**config.mk**
```make
export PLATFORM = sky130hd
export DESIGN_NAME = uart_rx_flat
export DESIGN_NICKNAME = d
export VERILOG_FILES = /design/src/rtl/uart_rx_if.sv /design/src/rtl/uart_rx.sv /design/src/flat_wrapper.sv
export SDC_FILE = /design/constraint.sdc
export NUM_CORES = 1
export LEC_CHECK = 0
export CORE_MARGIN = 5
export CORE_UTILIZATION = 60
export CTS_BUF_LIST = sky130_fd_sc_hd__clkbuf_8
export CTS_CLUSTER_SIZE = 25
export DETAILED_ROUTE_END_ITERATION = 8
export PLACE_DENSITY = 0.83
export SETUP_SLACK_MARGIN = 0.4
export SYNTH_ARGS = -nofsm -noshare
export SYNTH_HDL_FRONTEND = slang
export SYNTH_SLANG_ARGS = --single-unit
```
**constraint.sdc**
```tcl
create_clock -name CLK -period 2.8 [get_ports CLK]
set_input_delay 0.28 -clock CLK [delete_from_list [all_inputs] [get_ports CLK]]
set_output_delay 0.28 -clock CLK [all_outputs]
set_load 0.005 [all_outputs]
```
**src/rtl/uart_rx_if.sv**
```systemverilog
// Serial receive bus: line input, frame configuration and received-word/status outputs.
interface uart_rx_if #(
    parameter int unsigned DATA_LENGTH = 8
);
    logic                   RX_IN;
    logic [5:0]             PRESCALE;
    logic                   PAR_EN;
    logic                   PAR_TYP;
    logic [DATA_LENGTH-1:0] P_DATA;
    logic                   DATA_VALID;
    logic                   PAR_ERR;
    logic                   STP_ERR;

    modport master (
        output RX_IN, PRESCALE, PAR_EN, PAR_TYP,
        input  P_DATA, DATA_VALID, PAR_ERR, STP_ERR
    );

    modport slave (
        input  RX_IN, PRESCALE, PAR_EN, PAR_TYP,
        output P_DATA, DATA_VALID, PAR_ERR, STP_ERR
    );
endinterface

```
**src/rtl/uart_rx.sv**
```systemverilog
// UART receiver: oversampled, 3-sample majority vote per bit, optional parity,
// LSB-first deserialisation with one-cycle valid/error pulses at frame end.
module uart_rx #(
    parameter int unsigned DATA_LENGTH = 8
) (
    input  logic      CLK,
    input  logic      RST,
    uart_rx_if.slave  bus
);
    localparam int unsigned CNT_W = (DATA_LENGTH > 1) ? $clog2(DATA_LENGTH) : 1;

    typedef enum logic [2:0] {IDLE, START, DATA, PARITY, STOP} state_t;

    state_t                 state;
    logic [5:0]             edge_cnt;
    logic [5:0]             prescale_q;
    logic [CNT_W-1:0]       bit_cnt;
    logic                   par_en_q;
    logic                   par_typ_q;
    logic                   par_err_q;
    logic [DATA_LENGTH-1:0] shreg;
    logic [2:0]             samp;

    logic [5:0] half;
    logic [5:0] last_tick;
    logic       last;
    logic       vote;

    assign half      = prescale_q >> 1;
    assign last_tick = prescale_q - 6'd1;
    assign last      = (edge_cnt == last_tick);
    assign vote      = (samp[0] & samp[1]) | (samp[0] & samp[2]) | (samp[1] & samp[2]);

    always_ff @(posedge CLK) begin
        if (RST) begin
            state          <= IDLE;
            edge_cnt       <= '0;
            prescale_q     <= '0;
            bit_cnt        <= '0;
            par_en_q       <= 1'b0;
            par_typ_q      <= 1'b0;
            par_err_q      <= 1'b0;
            shreg          <= '0;
            samp           <= '0;
            bus.P_DATA     <= '0;
            bus.DATA_VALID <= 1'b0;
            bus.PAR_ERR    <= 1'b0;
            bus.STP_ERR    <= 1'b0;
        end else begin
            bus.DATA_VALID <= 1'b0;
            bus.PAR_ERR    <= 1'b0;
            bus.STP_ERR    <= 1'b0;

            // Per-bit tick counter and the three mid-bit samples
            if (state != IDLE) begin
                edge_cnt <= last ? 6'd0 : edge_cnt + 6'd1;
                if (edge_cnt == half - 6'd1) samp[0] <= bus.RX_IN;
                if (edge_cnt == half)        samp[1] <= bus.RX_IN;
                if (edge_cnt == half + 6'd1) samp[2] <= bus.RX_IN;
            end

            case (state)
                IDLE: begin
                    if (!bus.RX_IN) begin
                        // The detect cycle is tick 0, so the next cycle is tick 1
                        state      <= START;
                        edge_cnt   <= 6'd1;
                        prescale_q <= bus.PRESCALE;
                        par_en_q   <= bus.PAR_EN;
                        par_typ_q  <= bus.PAR_TYP;
                        par_err_q  <= 1'b0;
                    end
                end
                START: begin
                    if ((edge_cnt == half + 6'd2) && vote) begin
                        state    <= IDLE;
                        edge_cnt <= '0;
                    end else if (last) begin
                        state   <= DATA;
                        bit_cnt <= '0;
                    end
                end
                DATA: begin
                    if (last) begin
                        shreg <= {vote, shreg[DATA_LENGTH-1:1]};
                        if (bit_cnt == CNT_W'(DATA_LENGTH - 1)) begin
                            state <= par_en_q ? PARITY : STOP;
                        end else begin
                            bit_cnt <= bit_cnt + CNT_W'(1);
                        end
                    end
                end
                PARITY: begin
                    if (last) begin
                        par_err_q <= ((^shreg) ^ par_typ_q) != vote;
                        state     <= STOP;
                    end
                end
                STOP: begin
                    if (last) begin
                        state <= IDLE;
                        if (!vote)     bus.STP_ERR <= 1'b1;
                        if (par_err_q) bus.PAR_ERR <= 1'b1;
                        if (vote && !par_err_q) begin
                            bus.DATA_VALID <= 1'b1;
                            bus.P_DATA     <= shreg;
                        end
                    end
                end
                default: state <= IDLE;
            endcase
        end
    end
endmodule

```
**src/flat_wrapper.sv**
```systemverilog
// flat-port wrapper written by rule: the top's interface ports become plain ports
module uart_rx_flat 
#(
    parameter int unsigned DATA_LENGTH = 8
)
  (CLK, RST, bus_RX_IN, bus_PRESCALE, bus_PAR_EN, bus_PAR_TYP, bus_P_DATA, bus_DATA_VALID, bus_PAR_ERR, bus_STP_ERR);
  uart_rx_if #(.DATA_LENGTH(DATA_LENGTH)) bus_i ();
  input  logic CLK;
  input  logic RST;
  input wire logic [$bits(bus_i.RX_IN)-1:0] bus_RX_IN;
  input wire logic [$bits(bus_i.PRESCALE)-1:0] bus_PRESCALE;
  input wire logic [$bits(bus_i.PAR_EN)-1:0] bus_PAR_EN;
  input wire logic [$bits(bus_i.PAR_TYP)-1:0] bus_PAR_TYP;
  output wire logic [$bits(bus_i.P_DATA)-1:0] bus_P_DATA;
  output wire logic [$bits(bus_i.DATA_VALID)-1:0] bus_DATA_VALID;
  output wire logic [$bits(bus_i.PAR_ERR)-1:0] bus_PAR_ERR;
  output wire logic [$bits(bus_i.STP_ERR)-1:0] bus_STP_ERR;
  assign bus_i.RX_IN = bus_RX_IN;
  assign bus_i.PRESCALE = bus_PRESCALE;
  assign bus_i.PAR_EN = bus_PAR_EN;
  assign bus_i.PAR_TYP = bus_PAR_TYP;
  assign bus_P_DATA = bus_i.P_DATA;
  assign bus_DATA_VALID = bus_i.DATA_VALID;
  assign bus_PAR_ERR = bus_i.PAR_ERR;
  assign bus_STP_ERR = bus_i.STP_ERR;
  uart_rx #(.DATA_LENGTH(DATA_LENGTH)) u_core (.CLK(CLK), .RST(RST), .bus(bus_i));
endmodule
```
# Word level (Yosys, flattened, before mapping)

Cells that the tools add are included.

Register bits: 43
Input port bits: 11
Output and inout bits: 11

Add/subtract/negate cells: 6
Equal/unequal tests: 20
Mux-type cells: 24
Bitwise operators: 9
Reduce and logical (&&, ||, !) cells: 18

Operators by type and width:

| cell                | number |
|---|---|
| $mux 3              | 11 |
| $eq 6x6->1          | 4 |
| $mux 6              | 4 |
| $pmux 3 s5          | 1 |
| $pmux 6 s2          | 1 |
| $ne 2x1->1 const B  | 5 |
| $reduce_and 2->1    | 5 |
| $reduce_xor 8->1    | 1 |
| $add 5x1->6 const B | 1 |
| $add 5x2->6 const B | 1 |
| $add 6x1->6 const B | 1 |
| $eq 3x2->1 const B  | 2 |
| $eq 3x3->1 const B  | 2 |
| $eq 6x5->1          | 1 |
| $ne 2x2->1 const B  | 3 |
| $pmux 3 s2          | 1 |
| $reduce_and 3->1    | 2 |
| $reduce_and 6->1    | 1 |
| $sub 5x1->6 const B | 1 |
| $sub 6x1->6 const B | 1 |
| $mux 1              | 5 |
| $reduce_and 5->1    | 1 |
| $reduce_bool 2->1   | 2 |
| $add 3x1->3 const B | 1 |
| 13 further kinds    | 19 |

# Depth between registers and ports, before layout

Gate-level depths: netlist of the first run.

Depth after elaboration: 6
Mapped depth: 10

# Worst setup path before layout of the first run

Ideal clock, no wire load.

Path kind: reg2reg
Start: register u_core.prescale_q[2]
End: register u_core.par_err_q
Library setup time: 0.070 ns
Arrival time: 2.214 ns
Data required time: 2.730 ns
Path slack: 0.516 ns
Stages on the path, launching flop included: 9
Buffers on the path: 0
Period minus slack after synthesis: 2.284 ns
Cell sequence: dfxtp_1 > inv_1 > ha_1 > a21boi_2 > nand3_2 > a2111oi_4 > nand2_2 > or4_1 > a21oi_1

Longest elaborated chain between the ends: 4

RTL lines:

| item                              | line          | text |
|---|---|---|
| start, declared                   | uart_rx.sv:16 | `logic [5:0] prescale_q;` |
| start signal, assigned            | uart_rx.sv:68 | `prescale_q <= bus.PRESCALE;` |
| $sub 6x1->6                       | uart_rx.sv:30 | `assign last_tick = prescale_q - 6'd1;` |
| $eq 6x6->1                        | uart_rx.sv:31 | `assign last = (edge_cnt == last_tick);` |
| $ne 2x1->1 (no source line)       | -             |  |
| $reduce_and 3->1 (no source line) | -             |  |
| end signal, assigned              | uart_rx.sv:95 | `par_err_q <= ((^shreg) ^ par_typ_q) != vote;` |
| end, declared                     | uart_rx.sv:20 | `logic par_err_q;` |

Every way passes these cells.
A chain may end at the register's enable or synchronous reset.

# Worst setup path in the final report of the first run

Start: register u_core.prescale_q[1]
End: register u_core.shreg[7]

Longest elaborated chain between the ends: 3

RTL lines:

| item                              | line          | text |
|---|---|---|
| $sub 6x1->6                       | uart_rx.sv:30 |  |
| $eq 6x6->1                        | uart_rx.sv:31 |  |
| $reduce_and 2->1 (no source line) | -             |  |
| end signal, assigned              | uart_rx.sv:85 | `shreg <= {vote, shreg[DATA_LENGTH-1:1]};` |
| end, declared                     | uart_rx.sv:21 | `logic [DATA_LENGTH-1:0] shreg;` |

Every way passes these cells.

==> flow_metrics.py, run 1 <==
metrics = {
    "status": {
        "status": "finished clean",
    },
    "routing": {
        "first_iter_violations": 158,
        "dr.pass1.iters": 4,
        "avgRoutedWirePerCell_um": 15.93,
        "antenna_left": 0,
        "drt-total-wl_um": 5622,
        "viasPerCell": 5.895,
        "vias": 2081,
        "drc": 0,
    },
    "min_path": {
        "hp-class": "reg -> reg",
    },
    "floorplan": {
        "dieArea_um2": 5656,
        "core.rowCount": 23,
        "die_w_um": 75.21,
        "ioPinCount": 22,
        "start_util_pct": 62.87,
        "core_um2": 4058,
        "dieHeight_um": 75.21,
    },
    "place": {
        "placedCellCount": 339,
        "place_ws_ns": 0.2136,
        "globalplace.congestion": 0.9428,
        "hpwl_um": 3793,
        "portBuffers": 21,
    },
    "pwr": {
        "peakVddDrop_mv": 0.3381,
        "leakagePower_nw": 1.167,
        "power_w": 0.001220,
        "power_density_nw_per_um2": 417.4,
    },
    "grt": {
        "antenna_found_initial": 0,
        "grt_pass1_wl_um": 9121,
        "grt_pass1_vias": 2028,
        "grt_max_degree": 44,
        "track_usage_pct": 20.87,
        "grt-ovfl-total": 0,
    },
    "clocking": {
        "path_clk_slew_ns": 0.08,
        "cts_buffers": 5,
        "cts_tree": "done",
        "cts-hold-fix-buffers": 0,
        "worstSkewPairLatency_ns": 0.30,
        "root_buffer": "clkbuf_8",
        "clock_path_buffers": 2,
        "cts_num_sinks": 43,
        "htreeDepth": 2,
    },
    "synthesis": {
        "syn_avg_cell_area_um2": 9.015,
        "synth_common_cells": "43 x dfxtp_1, 31 x nor2_1, 25 x nand2_1, 20 x mux2i_1",
        "synth-seq-cells": 43,
        "seq_area_frac_synth_pct": 33.74,
        "synth_cell_types": 58,
        "synth_cells": 283,
        "ys_top_cells_by_area": "dfxtp_1 34%, mux2i_1 7.8%, xnor2_1 5.1%, xor2_1 5.1%, ha_1 4.9%",
        "yosysMostFrequentCell": "dfxtp_1",
        "syn_area_um2": 2551,
        "ys_warn_count": 0,
        "ys_async_sr_fraction_pct": 0,
        "synth_top_area_share_pct": 33.74,
        "synth_edf_count": 0,
        "synth_flop_cell": "dfxtp_1",
        "synth_top_area_cell": "dfxtp_1",
        "synth_nets": 304,
    },
    "sta": {
        "rsz0062_at_grt": "true",
        "setup_violations": 0,
        "relSlewSlack_pct": 52.32,
        "worst_slew_pin_slew_ns": 0.7125,
        "maxSlewViolCount": 0,
        "hold_viol": 0,
        "worst_slack_ns": 0.4652,
        "tns_ns": 0,
        "finalCritPeriodShare_pct": 83.39,
        "fin_skew_ns": 0.005556,
        "fin_crit_ns": 2.335,
        "fmax_mhz": 428.3,
    },
    "setup_path": {
        "crit_arrival_ns": 2.51,
        "startpoint_type": "register",
        "cp.required_ns": 2.98,
        "worst-path-max-fanout": 8,
        "crit_path_end_kind": "register",
        "cp_slowest_cell": "a2111oi_4",
        "reg2reg_slack_ns": 0.47,
        "critPathKind": "reg -> reg",
        "slowest_delay_ns": 0.51,
        "crit_chain": "inv_4 -> ha_4 -> a21boi_4 -> a21o_1 -> a2111oi_4 -> and4_1 -> buf_6 -> mux2i_1 -> nor2_1",
    },
    "finish": {
        "final_cell_count_no_fill": 353,
        "n_antenna_cell": 0,
        "final_util_pct": 72.06,
        "drive_above_1_share_pct": 14.19,
        "nets": 323,
        "syn2layout_area_growth_pct": 14.61,
    },
    "job": {
        "cap_violations": 0,
    },
}
==> cell families (layout without fill, tap and decap cells) <==
group	after synthesis	after routing	share of synthesized area, %
adders and majority gates	11	11	5.297
buffers and inverters	28	47	7.405
xor gates and xnor gates	31	31	10.94
DFF	43	43	33.74
and+or+nand+nor	103	104	20.84
AOI/OAI and AO/OA	47	47	13.93
muxes	20	20	7.847
==> area by class of cell <==
cell class | instances | area (µm²)
repair buffers | 31 | 289.0
fillers | 297 | 1134
clock inverters | 3 | 16.27
inverters | 8 | 32.53
multi-input cells | 213 | 1584
well taps | 50 | 62.56
flip-flops and latches | 43 | 870.8
clock buffers | 5 | 68.82
==> registers in the layout, indices dropped and copies added (netlist names) <==
name / count
u_core.state: 3
u_core.bus.PAR_ERR: 1
u_core.edge_cnt: 6
u_core.bit_cnt: 3
u_core.samp: 3
u_core.prescale_q: 6
u_core.bus.STP_ERR: 1
u_core.bus.P_DATA: 8
u_core.shreg: 8
u_core.par_err_q: 1
u_core.par_typ_q: 1
u_core.par_en_q: 1
u_core.bus.DATA_VALID: 1
==> repair_timing <==
action                                  in CTS  in global routing
resized for setup                            8                 15
endpoints found under the setup margin      29                 31
setup buffers                                2                  3
hold endpoints to repair                     0                  0
gates cloned                                 1                  0
pin swaps                                    3                  8
==> worst max-delay path: cells and delay by family, from the launching register on <==
kind | cells | cell delay [ns]
and+or+nand+nor | 2 | 0.37
adders and majority gates | 1 | 0.16
AOI/OAI and AO/OA | 3 | 0.83
DFF | 1 | 0.38
buffers and inverters | 2 | 0.23
muxes | 1 | 0.23
==> per-stage QoR <==
stage          instance area (µm²)  hold slack, ns
5_1_grt                       2924          0.5054
3_5_place_dp                  2703          0.4631
2_1_floorplan                 2551          0.4133
3_3_place_gp                  2703          0.4584
4_1_cts                       2826          0.4759
6_report                      2924          0.4741
==> path summary, 6_finish.rpt <==
check	startpoint	endpoint	cells past startpoint
hold / removal	u_core.bit_cnt[2]	u_core.bit_cnt[2]	2
setup reg to reg	u_core.prescale_q[1]	u_core.shreg[7]	9
hold reg to reg	u_core.bit_cnt[2]	u_core.bit_cnt[2]	2
setup / recovery	u_core.prescale_q[1]	u_core.shreg[7]	9
==> per-layer routing <==
layer	routed length, µm	GRT usage, %	vias to the layer above
met2	2733	33.56	49
met4	110	9.515	0
met5	0	0	-
li1	-	-	1021
met1	2523	26.68	1001
met3	255	4.673	10
==> where the power goes <==
part	total (W)	switching, W	leakage [nW]	internal (W)
Combinational	0.000187	0.000102	0.772	0.0000844
Clock	0.000391	0.000220	0.0453	0.000171
Sequential	0.000642	0.0000197	0.350	0.000623
==> cells in the final DEF (no fill, tap or decap), drive strengths merged, types with 2 or more instances in the layout <==
cell / instances
dfxtp: 43
nor2: 31
nand2: 27
clkdlybuf4s50: 21
mux2i: 20
xor2: 16
xnor2: 15
a21oi: 12
buf: 10
ha: 10
inv: 9
o21ai: 8
nor3: 6
nor2b: 5
nand2b: 5
clkbuf: 5
nand3: 5
nor4: 5
a211oi: 4
nand4: 4
a211o: 3
o2bb2ai: 3
or3: 3
a2111oi: 3
nor3b: 3
a22oi: 2
o311ai: 2
a21boi: 2
or2b: 2
and3: 2
No activity file was read; power rests on OpenSTA's default activity.
==> run 2, diff against run 1 <==
Settings changed: CORE_UTILIZATION 60 to 54, PLACE_DENSITY 0.83 to 0.79.
Clock period 2.8 ns to 2.08 ns, I/O delays scaled along.
==> flow_metrics.py, run 2 (synthesized netlist as in run 1, its figures left out) <==
metrics = {
    "pwr": {
        "power.switching_w": 0.0004901,
        "power_frac_seq_pct": 49.6,
        "power_density_nw_per_um2": 508.4,
        "leakagePower_nw": 1.381,
        "peakVddDrop_mv": 0.4744,
        "p_sw_share_pct": 28.37,
        "power_w": 0.001728,
        "pwr-share-clk_pct": 30.3,
        "power_frac_comb_pct": 20.0,
        "p_int_w": 0.001238,
    },
    "setup_path": {
        "startpoint": "u_core.prescale_q[2]",
        "worst-path-max-fanout": 6,
        "crit_arrival_ns": 2.40,
        "rr_startpoint": "u_core.prescale_q[2]",
        "startpoint_type": "register",
        "cp.required_ns": 2.26,
        "critPathKind": "reg -> reg",
        "crit_path_end_kind": "register",
    },
    "sta": {
        "worst_slew_pin_slew_ns": 0.5011,
        "hold_viol": 0,
        "fin_crit_ns": 2.229,
        "worst_slack_ns": -0.1487,
        "setup_violations": 24,
        "fin_skew_ns": 0.01413,
        "tns_ns": -2.500,
        "finalCritPeriodShare_pct": 107.1,
        "relSlewSlack_pct": 66.49,
        "maxSlewViolCount": 0,
        "fmax_mhz": 448.7,
        "rsz0062_at_grt": "true",
    },
    "finish": {
        "final_cell_count_no_fill": 391,
        "drive_above_1_share_pct": 30.56,
        "n_antenna_cell": 0,
        "syn2layout_area_growth_pct": 33.20,
        "fillers": 302,
        "largestRegisters": "u_core.bus.P_DATA (8), u_core.shreg (8)",
        "final_util_pct": 72.91,
        "layout_common_cells": "38 x buf_4, 38 x dfxtp_1, 28 x nor2_1",
        "nets": 357,
        "final_area_um2": 3398,
    },
    "floorplan": {
        "dieArea_um2": 6199,
        "die_w_um": 78.74,
        "start_util_pct": 54.74,
        "dieHeight_um": 78.74,
        "core_um2": 4661,
        "core.rowCount": 25,
        "ioPinCount": 22,
    },
    "min_path": {
        "hp-class": "in -> reg",
        "min_from": "bus_PRESCALE[3]",
    },
    "routing": {
        "drt-total-wl_um": 6567,
        "dr.pass1.iters": 4,
        "vias": 2205,
        "drc": 0,
        "antenna_left": 0,
        "viasPerCell": 5.639,
        "first_iter_violations": 129,
        "avgRoutedWirePerCell_um": 16.80,
    },
    "clocking": {
        "cts-hold-fix-buffers": 0,
        "worstSkewPairLatency_ns": 0.30,
        "htreeDepth": 2,
        "root_buffer": "clkbuf_8",
        "cts_num_sinks": 43,
        "cts_tree": "done",
        "path_clk_slew_ns": 0.09,
        "cts_buffers": 5,
        "clock_path_buffers": 2,
    },
    "place": {
        "placed_cell_area_um2": 3120,
        "placedCellCount": 378,
        "hpwl_um": 4713,
        "portBuffers": 21,
        "globalplace.congestion": 0.9083,
    },
    "grt": {
        "track_usage_pct": 22.17,
        "grt_pass1_wl_um": 10860,
        "grt-ovfl-total": 0,
        "grt_max_degree": 34,
        "antenna_found_initial": 0,
        "grt_pass1_vias": 2212,
    },
    "status": {
        "status": "complete, but fails checks",
        "violations": "setup timing",
    },
    "job": {
        "cap_violations": 0,
    },
}
-- run 2: through the flow --
stage          setup WS (ns)  hold WS (ns)
2_1_floorplan       0.008609        0.3313
3_3_place_gp         -0.1259        0.4566
3_5_place_dp         -0.1261        0.4686
4_1_cts              -0.1246        0.4379
5_1_grt              -0.2474        0.4535
6_report             -0.1487        0.4347
-- run 2: timing repair --
item,4_1_cts,5_1_grt
setup buffers,3,2
pin swaps,10,12
endpoints found under the setup margin,34,43
gates resized for setup,24,16
-- run 2: path summary, 6_finish.rpt --
path / to / slack (ns) / depth (start not counted)
setup reg to reg: u_core.shreg[6] / -0.15 / 10
hold / removal: u_core.prescale_q[3] / 0.43 / 3
hold reg to reg: u_core.bit_cnt[2] / 0.49 / 2
setup / recovery: u_core.shreg[6] / -0.15 / 10
-- run 2: routing by layer --
| layer | up-vias | routed length (µm) | global-route usage, % |
|---|---|---|---|
| li1 | 1100 | - | - |
| met1 | 1055 | 3040 | 29.58 |
| met2 | 41 | 3188 | 36.59 |
| met3 | 9 | 261 | 3.628 |
| met4 | 0 | 76 | 6.993 |
| met5 | - | 0 | 0 |
-- run 2: power groups by stage --
stage	combinational (W)	clock, W	sequential, W
global route	0.000373	0.000577	0.000861
global placement	0.000299	0	0.000875
floorplan	0.000209	0	0.000872
detailed placement	0.000309	0	0.000876
CTS	0.000325	0.000535	0.000857
finish	0.000346	0.000524	0.000857
-- run 2: critical path: stages, from the launching register on --
cell and delay (ns):
dfxtp_4 0.37, inv_6 0.08, ha_4 0.13, a21boi_4 0.19
nand3_2 0.11, a2111oi_4 0.43, buf_4 0.18, and4_4 0.24
buf_12 0.13, mux2i_1 0.19, nor2_1 0.06
-- run 2: layout make-up --
cell class	count	area, µm²	share of cell area [%]
Clock buffer	5	68.82	2.025
Multi-Input combinational cell	212	1735	51.07
Tap cell	54	67.56	1.988
Clock inverter	3	15.01	0.4418
Sequential cell	43	877.1	25.81
Inverter	8	42.54	1.252
Timing Repair Buffer	66	591.8	17.42
==> run 3, diff against run 2 <==
Settings changed: CORE_UTILIZATION 54 to 59, DONT_BUFFER_PORTS set to 1.
==> flow_metrics.py, run 3 (synthesized netlist as in run 1, its figures left out) <==
metrics = {
    "status": {
        "status": "complete, but fails checks",
        "violations": "setup timing",
    },
    "place": {
        "place_ws_ns": -0.1234,
        "hpwl_um": 4475,
        "portBuffers": 0,
        "globalplace.congestion": 0.8711,
    },
    "clocking": {
        "cts_tree": "done",
        "worstSkewPairLatency_ns": 0.31,
        "path_clk_slew_ns": 0.10,
        "cts_num_sinks": 43,
        "cts_buffers": 5,
        "htreeDepth": 2,
        "root_buffer": "clkbuf_8",
        "clock_path_buffers": 2,
    },
    "grt": {
        "groute.layer.met2.usage_pct": 41.92,
        "grt_max_degree": 39,
        "grt.busiest_layer": "met2",
        "grt-ovfl-total": 0,
        "grt_pass1_wl_um": 11030,
        "antenna_found_initial": 0,
        "track_usage_pct": 25.84,
        "grtUsageMet1_pct": 33.17,
        "met3_usage_pct": 6.596,
        "grt_pass1_vias": 2202,
    },
    "finish": {
        "drive_above_1_share_pct": 33.64,
        "largestRegisters": "u_core.bus.P_DATA (8), u_core.shreg (8)",
        "layout_common_cells": "37 x buf_4, 36 x dfxtp_1, 29 x nor2_1",
        "final_common_cell": "buf_4",
        "fillers": 259,
        "syn2layout_area_growth_pct": 29.38,
        "n_antenna_cell": 0,
        "nets": 341,
        "final_util_pct": 77.41,
    },
    "routing": {
        "antenna_left": 0,
        "first_iter_violations": 263,
        "avgRoutedWirePerCell_um": 20.34,
        "dr.pass1.iters": 7,
        "drc": 0,
        "drt-total-wl_um": 7587,
        "vias": 2318,
        "viasPerCell": 6.214,
    },
    "setup_path": {
        "path_buf_inv": 2,
        "crit_arrival_ns": 2.62,
        "crit_chain": "inv_6 -> ha_4 -> or2b_1 -> and3_4 -> a2111oi_4 -> nand2_2 -> buf_6 -> or3_1 -> a21oi_1",
        "crit_family": "simple AND/OR/NAND/NOR gates",
        "cp_slowest_cell": "dfxtp_4",
        "startpoint_type": "register",
        "worst-path-max-fanout": 5,
        "slowest_delay_ns": 0.39,
        "cp.required_ns": 2.31,
        "crit_path_end_kind": "register",
        "critPathKind": "reg -> reg",
    },
    "floorplan": {
        "start_util_pct": 59.83,
        "core_um2": 4264,
        "dieHeight_um": 75.76,
        "dieArea_um2": 5739,
        "core.rowCount": 24,
        "die_w_um": 75.76,
        "ioPinCount": 22,
    },
    "sta": {
        "fin_skew_ns": 0.01670,
        "relSlewSlack_pct": 71.96,
        "holdWs_ns": 0.01484,
        "worst_slew_pin_slew_ns": 0.4153,
        "maxSlewViolCount": 0,
        "hold_viol": 0,
        "fin_crit_ns": 2.397,
        "worst_slack_ns": -0.3169,
        "fmax_mhz": 417.2,
        "finalCritPeriodShare_pct": 115.2,
        "setup_violations": 32,
        "rsz0062_at_grt": "true",
    },
    "pwr": {
        "leakagePower_nw": 1.334,
        "power_w": 0.001785,
        "power_density_nw_per_um2": 540.9,
        "peakVddDrop_mv": 0.4492,
    },
    "min_path": {
        "hp-class": "in -> reg",
    },
    "job": {
        "cap_violations": 0,
    },
}
-- run 3: changes by cell type in the layout (fill, tap and decap cells not counted), sizes merged --
cell / delta
buf: +5
clkbuf: +1
clkdlybuf4s50: -21
inv: -1
-- run 3: through the flow --
stage	area, µm²	cells	TNS, ns
finish	3301	373	-5.540
global route	3301	373	-7.051
CTS	3151	364	-1.918
detailed placement	2873	352	-1.604
global placement	2873	352	-0.2488
floorplan	2683	283	0
-- run 3: timing repair --
action | 4_1_cts | 5_1_grt
hold endpoints to repair | 38 | 0
gates resized for setup | 32 | 20
hold buffers | 1 | 0
setup endpoints to repair | 35 | 39
pin swaps | 7 | 21
buffers inserted | 3 | 9
-- run 3: per-layer routing --
metal	up-vias	wire [µm]	part of all wire (%)
met5	-	0	0
met4	0	286	3.8
met3	33	604	8.0
met2	116	3564	47
met1	1109	3132	41
li1	1060	-	-
-- run 3: area by class of cell --
cell class | instances | area, µm² | area share (%)
inverters | 8 | 42.54 | 1.289
flip-flops and latches | 43 | 879.6 | 26.65
clock inverters | 2 | 12.51 | 0.3791
clock buffers | 6 | 82.58 | 2.502
repair buffers | 50 | 441.7 | 13.38
multi-input cells | 212 | 1777 | 53.83
well taps | 52 | 65.06 | 1.971
-- run 3: final timing paths --
check | from | end | slack [ns] | depth (start not counted)
setup / recovery | u_core.prescale_q[1] | u_core.state[2] | -0.32 | 9
hold / removal | bus_PRESCALE[3] | u_core.prescale_q[3] | 0.01 | 2
setup reg to reg | u_core.prescale_q[1] | u_core.state[2] | -0.32 | 9
hold reg to reg | u_core.bit_cnt[2] | u_core.bit_cnt[2] | 0.48 | 2
-- run 3: power by group --
| part | switching (W) | internal, W |
|---|---|---|
| sequential | 0.0000192 | 0.000837 |
| clock | 0.000304 | 0.000268 |
| combinational | 0.000188 | 0.000169 |
-- run 3: worst reg2reg max path, stage by stage (launching register included) --
cell and delay (ns):
dfxtp_4 0.39, inv_6 0.05, ha_4 0.15, or2b_1 0.27, and3_4 0.18, a2111oi_4 0.38, nand2_2 0.17, buf_6 0.17
or3_1 0.38, a21oi_1 0.17
